## src/rtl/mem_miss_sequencer_pkg.sv

```systemverilog
// Shared types and constants for the MEM-stage data cache miss sequencer.
// Holds the FSM state encoding and the cache/memory mux select values.
package mem_seq_pkg;

    typedef enum logic [2:0] {
        IDLE      = 3'd0,
        WRITEBACK = 3'd1,
        REFILL    = 3'd2,
        FILL      = 3'd3,
        COMPLETE  = 3'd4
    } seq_state_t;

    localparam logic SRC_MEMORY = 1'b0;
    localparam logic SRC_RT     = 1'b1;

    localparam logic ADDR_ALU = 1'b0;
    localparam logic ADDR_WB  = 1'b1;

    // The latency counter must reach MEM_LATENCY-1 without wrapping.
    function automatic logic latency_ok(input int latency, input int cnt_w);
        return (latency >= 1) && (latency <= 15) && ((1 << cnt_w) > latency);
    endfunction

endpackage

```

## src/rtl/mem_miss_sequencer_latency_counter.sv

```systemverilog
// Memory latency counter: synchronous clear, count enable, and a flag
// raised while the count sits on the last cycle of a memory access.
module latency_counter #(
    parameter int MEM_LATENCY = 4,
    parameter int CNT_W       = 4
) (
    input  logic             clk,
    input  logic             reset,
    input  logic             clear,
    input  logic             enable,
    output logic [CNT_W-1:0] count,
    output logic             terminal
);

    localparam logic [CNT_W-1:0] LAST = CNT_W'(MEM_LATENCY - 1);

    always_ff @(posedge clk) begin
        if (reset || clear) begin
            count <= '0;
        end else if (enable) begin
            count <= count + CNT_W'(1);
        end
    end

    assign terminal = (count == LAST);

endmodule

```

## src/rtl/mem_miss_sequencer.sv

```systemverilog
// Data cache miss sequencer: turns MEM-stage load/store requests plus cache
// hit/dirty status into cache/memory strobes and pipeline stall controls.
module mem_miss_sequencer
    import mem_seq_pkg::*;
#(
    parameter int MEM_LATENCY = 4,
    parameter int CNT_W       = 4
) (
    input  logic             clk,
    input  logic             reset,
    input  logic             req_load,
    input  logic             req_store,
    input  logic             req_is_word,
    input  logic             cache_hit,
    input  logic             cache_dirty,
    output logic             we_cache,
    output logic             cache_input_type,
    output logic             memory_address_type,
    output logic             we_memory,
    output logic             set_valid,
    output logic             set_dirty,
    output logic             is_word,
    output logic             register_write,
    output logic             pc_enable,
    output logic             lock,
    output logic [CNT_W-1:0] busy_cnt
);

    if (!latency_ok(MEM_LATENCY, CNT_W)) begin : g_bad_latency
        $error("mem_miss_sequencer: MEM_LATENCY must be 1..15 and fit in CNT_W bits");
    end

    seq_state_t state;
    logic       counting;
    logic       cnt_terminal;
    logic       any_req;

    assign any_req  = req_load | req_store;
    assign counting = (state == WRITEBACK) || (state == REFILL);

    latency_counter #(
        .MEM_LATENCY (MEM_LATENCY),
        .CNT_W       (CNT_W)
    ) u_latency_counter (
        .clk      (clk),
        .reset    (reset),
        .clear    (!counting || cnt_terminal),
        .enable   (counting),
        .count    (busy_cnt),
        .terminal (cnt_terminal)
    );

    // Cache status is only consulted in IDLE; once a miss is in flight the
    // sequence runs on the latency counter alone.
    always_ff @(posedge clk) begin
        if (reset) begin
            state <= IDLE;
        end else begin
            case (state)
                IDLE: begin
                    if (any_req && !cache_hit) begin
                        state <= cache_dirty ? WRITEBACK : REFILL;
                    end
                end
                WRITEBACK: begin
                    if (cnt_terminal) begin
                        state <= REFILL;
                    end
                end
                REFILL: begin
                    if (cnt_terminal) begin
                        state <= FILL;
                    end
                end
                FILL:     state <= COMPLETE;
                COMPLETE: state <= IDLE;
                default:  state <= IDLE;
            endcase
        end
    end

    // Outputs are decoded from state and the live request so that hits
    // finish in the same cycle and a miss stalls the pipe immediately.
    always_comb begin
        we_cache            = 1'b0;
        cache_input_type    = SRC_MEMORY;
        memory_address_type = ADDR_ALU;
        we_memory           = 1'b0;
        set_valid           = 1'b0;
        set_dirty           = 1'b0;
        is_word             = 1'b0;
        register_write      = 1'b0;
        pc_enable           = 1'b1;
        lock                = 1'b0;
        if (!reset) begin
            case (state)
                IDLE: begin
                    if (any_req && !cache_hit) begin
                        lock      = 1'b1;
                        pc_enable = 1'b0;
                    end else if (req_store) begin
                        we_cache         = 1'b1;
                        cache_input_type = SRC_RT;
                        set_valid        = 1'b1;
                        set_dirty        = 1'b1;
                        is_word          = req_is_word;
                    end else if (req_load) begin
                        register_write = 1'b1;
                    end
                end
                WRITEBACK: begin
                    we_memory           = 1'b1;
                    memory_address_type = ADDR_WB;
                    lock                = 1'b1;
                    pc_enable           = 1'b0;
                end
                REFILL: begin
                    memory_address_type = ADDR_ALU;
                    lock                = 1'b1;
                    pc_enable           = 1'b0;
                end
                FILL: begin
                    we_cache         = 1'b1;
                    cache_input_type = SRC_MEMORY;
                    is_word          = 1'b1;
                    set_valid        = 1'b1;
                    set_dirty        = 1'b0;
                    lock             = 1'b1;
                    pc_enable        = 1'b0;
                end
                COMPLETE: begin
                    if (req_store) begin
                        we_cache         = 1'b1;
                        cache_input_type = SRC_RT;
                        set_valid        = 1'b1;
                        set_dirty        = 1'b1;
                        is_word          = req_is_word;
                    end else if (req_load) begin
                        register_write = 1'b1;
                    end
                end
                default: begin
                end
            endcase
        end
    end

endmodule

```

## config.mk

```make
export PLATFORM = sky130hd
export DESIGN_NAME = mem_miss_sequencer
export DESIGN_NICKNAME = d
export VERILOG_FILES = /design/src/rtl/mem_miss_sequencer_pkg.sv /design/src/rtl/mem_miss_sequencer_latency_counter.sv /design/src/rtl/mem_miss_sequencer.sv
export SDC_FILE = /design/constraint.sdc
export NUM_CORES = 1
export LEC_CHECK = 0
export ABC_AREA = 1
export BUFFER_PORTS_ARGS = -buffer_cell sky130_fd_sc_hd__buf_4
export CORE_MARGIN = 1
export CORE_UTILIZATION = 28
export CTS_CLUSTER_DIAMETER = 40
export CTS_CLUSTER_SIZE = 16
export DETAILED_ROUTE_END_ITERATION = 8
export PLACE_DENSITY = 0.54
export SETUP_SLACK_MARGIN = 0.3
export SLEW_MARGIN = 20
export SYNTH_ARGS = -nofsm -noshare
export SYNTH_HDL_FRONTEND = slang
export SYNTH_SLANG_ARGS = --single-unit
```

## constraint.sdc

```tcl
create_clock -name clk -period 2.8 [get_ports clk]
set_input_delay 0.28 -clock clk [delete_from_list [all_inputs] [get_ports clk]]
set_output_delay 0.28 -clock clk [all_outputs]
set_load 0.01 [all_outputs]
```

# Yosys cells after proc, flatten, opt, wreduce, memory -nomap -nowiden
# Cells that the tools add are included.
# op_classes
mux,28
n_eq_ne,8
n_addsub,1
reduce_logical,9
bitwise,1
# ops
operator,n
$mux 1,17
$pmux 3 s4,1
$mux 3,3
$pmux 1 s2,4
$eq 3x2->1 const B,2
$ne 2x2->1 const B,3
$pmux 1 s3,2
$add 4x1->4 const B,1
$eq 4x2->1 const B,1
$eq 3x1->1 const B,1
$eq 3x3->1 const B,1
$logic_not 3->1,1
$logic_or 1x1->1,3
$reduce_and 3->1,1
$reduce_or 3->1,1
$logic_not 1->1,2
$mux 2,1
$logic_and 1x1->1,1
$or 1x1->1,1
# word_totals
ff_bits,7
in_bits,7
out_inout_bits,14

# Depth between registers and ports, before layout
# depth
depth_word,5
mapped_depth,9

# Hierarchy
# From an unflattened synthesis, not the netlist that was laid out.
# hier_totals
hier_cells,76
area_unflattened_um2,489.2
# by_module_without_submodules
mod,cells_each,n_inst,area_per_inst_um2
mem_miss_sequencer,52,1,311.5
latency_counter,24,1,177.7

# Worst setup path before layout
# Ideal clock, no wire load.
# synth_path
path_kind,input to output
from,input cache_hit
to,output we_cache
path_buffers,1
stages,6
setup_slack_ns,1.500
required_time_ns,2.520
t_arrival_ns,1.020
path_cell_list,inv_1 -> o21ai_0 -> or2_2 -> nand2_1 -> nand2_1 -> buf_4
# synth_between
elab_chain_len,5
# synth_rtl
item,line_no,source
start: declaration,mem_miss_sequencer.sv:14,"input logic cache_hit,"
$logic_not 1->1,mem_miss_sequencer.sv:98,if (any_req && !cache_hit) begin
$logic_and 1x1->1,mem_miss_sequencer.sv:98,
$mux 1,--,
$pmux 1 s3,--,
$mux 1,--,
end: declaration,mem_miss_sequencer.sv:16,"output logic we_cache,"
# Every way passes these cells.

# Final worst setup path
# layout_path
from,register state[1]
to,output set_dirty
# layout_between
elab_chain_len,3
# layout_rtl
item,line_no,source
start: declaration,mem_miss_sequencer.sv:33,seq_state_t state;
start signal: assignment,mem_miss_sequencer.sv:62,state <= cache_dirty ? WRITEBACK : REFILL;
$eq 3x3->1 or $logic_not 3->1 (tied branches),mem_miss_sequencer.sv:96,case (state)
$pmux 1 s2 *,mem_miss_sequencer.sv:96,
$mux 1 *,mem_miss_sequencer.sv:95,if (!reset) begin
end: declaration,mem_miss_sequencer.sv:21,"output logic set_dirty,"
# Every way passes the cells marked *; elsewhere a longest branch is shown, timed or not.

==> metrics <==
vias after detailed routing=543; PwrDens=765.6 mW/mm²; DRC Markers=0; clock-pin slew of the registers on the worst-case setup and hold paths=0.05 ns; static leakage power=0.3580 nW; peak supply drop=0.0003265 V; Worst Setup Path Type=flop to output pin; Final Wtd Congestion=0.7482; Worst setup EP type=output pin; drt wl/cell=9.897 µm; Setup violations, final=0; worst slew pin tran=0.2874 ns; Slew Viols, Final=0; post-cts repair resize count=0; global route overflow=0; initial antenna violation count=0; Sink Count=7; root buf cell=clkbuf_4; DIE AREA=0.001956 mm²; Routed WL=1148 µm; post-DP HPWL=946.7 µm; area grow syn2layout=34.84%; Routed Antenna Nets=0; met2 usage=22.94%; Post-Syn Area per Cell=6.319 µm²; Max Fclk=0.6444 GHz; grt met1 use=15.63%; Warnings, synthesis=0; CTS tree=built; Hold Slack=0.2478 ns; total CTS buffers=3; placeable core area=0.001577 mm²; synthesized area=499.2 µm²; Rows=14; Max Clock Skew=0.002145 ns; status=finished clean; clock buffer depth=2; GR peak layer=met2; final hold vios=0; fin nets=109; vias in the first global route=506; post-synthesis register bit count=7; WP data required=2.52 ns; met3 Track Usage GR=1.633%; Post-CTS Hold Fix Bufs=0; drt first pass iters=5; crit path DAT=1.27 ns; drt via density=4.681; GRT Overall Usage=13.22%; Initial Utilization=31.67%; syn_nets=87; Die Ht=44.23 µm; fillcell total=186; CP startpoint kind=flop; largest net degree at the start of global routing=8; Hold Crit Class=input pin to flop; Fin Setup TNS=0 ns; CTS H-tree depth=1; # placed instances=112; fin cells=116; Yosys cell types=18; RSZ-0062 raised after global routing=false; Max-slew headroom=80.64%; port buffer count=20; layout cell share with drive strength beyond 1=38.00%; n_diodes=0; crit path max fanout=5; Final Power=515.3 µW; first-pass GRT wire length=1959 µm; Max-Cap Viols=0; Seq/Total Area, Yosys=28.07%; Ports=21; Mapped Cells=79; total setup buffers inserted after CTS=0; First DRT Iteration DRCs=13; Period minus WS final=1.552 ns; fin crit share=55.43%; Worst-Skew Late Latency=0.25 ns; die width=44.23 µm
[layer usage]
metal,wire [µm],vias to the layer above
met5,0,-
met4,17,0
met3,70,2
met2,555,16
met1,504,240
li1,-,285
[cell families after synthesis]
logic type      Yosys count  share of synthesized area, %
simple gates             44                         44.86
flops                     7                         28.07
compound gates            8                         8.020
fa+ha+maj                 1                         2.506
buf+inv                  19                         16.54
[Yosys cell counts]
cell type | count | area [µm²]
a21oi_1 | 4 | 20.02
nand3_2 | 2 | 20.02
nand3_1 | 6 | 30.03
nor2_1 | 7 | 26.28
nand4_1 | 3 | 18.77
dfxtp_1 | 7 | 140.1
nor3_1 | 1 | 5.000
inv_1 | 13 | 48.80
buf_4 | 3 | 22.52
ha_1 | 1 | 12.51
nand2_1 | 15 | 56.30
nand2_2 | 5 | 31.28
inv_2 | 3 | 11.26
o21ai_0 | 2 | 10.01
or2_2 | 2 | 12.51
nor2_2 | 2 | 12.51
nand2_4 | 1 | 11.26
o21ai_1 | 2 | 10.01
[final timing paths]
path	slack (ns)	start	end	cells past startpoint
min	0.25	reset	state[2]	2
max reg2reg	1.56	u_latency_counter.count[0]	state[0]	8
min reg2reg	0.48	u_latency_counter.count[0]	u_latency_counter.count[0]	1
max	1.25	state[1]	set_dirty	6
[power breakdown]
part	switching (mW)	leakage (nW)	internal [mW]
Sequential	0.0283	0.0569	0.120
Combinational	0.160	0.286	0.114
Clock	0.0383	0.0150	0.0544
Total	0.227	0.358	0.288
[worst max-delay path: stages, from the launching register on]
cell and delay, ns:
dfxtp_1 0.36, inv_2 0.09, nand2_2 0.06, nor3_1 0.19
nand2_1 0.11, inv_1 0.09, buf_4 0.13
[cell type report]
type                    count  area (µm²)  area share [%]
clock buffers               4       26.28           3.903
inverters                  16       60.06           8.922
multi-input cells          53       276.5           41.08
flip-flops and latches      7       140.1           20.82
well taps                  16       20.02           2.974
repair buffers             20       150.1           22.30
[flip-flops by register name (all words and copies together), names as in the netlist]
register and cells:
u_latency_counter.count 4, state 3
[cell usage in the layout, fill, tap and decap left out, types with 3 or more instances in the layout]
cell | Yosys | final
nor2_1 | 7 | 7
nand4_1 | 3 | 3
nand3_1 | 6 | 6
inv_1 | 13 | 13
nand2_1 | 15 | 15
nand2_2 | 5 | 5
a21oi_1 | 4 | 4
dfxtp_1 | 7 | 7
inv_2 | 3 | 3
clkbuf_4 | 0 | 3
buf_4 | 3 | 20
[metrics by stage]
step	util [%]	area [µm²]	setup WS, ns
2_1_floorplan	-	499.2	1.500
3_3_place_gp	41.03	646.9	1.420
3_5_place_dp	41.03	646.9	1.378
4_1_cts	42.70	673.1	1.227
5_1_grt	42.70	673.1	1.108
6_report	42.70	673.1	1.248
Power figures use the tool's default switching activity.
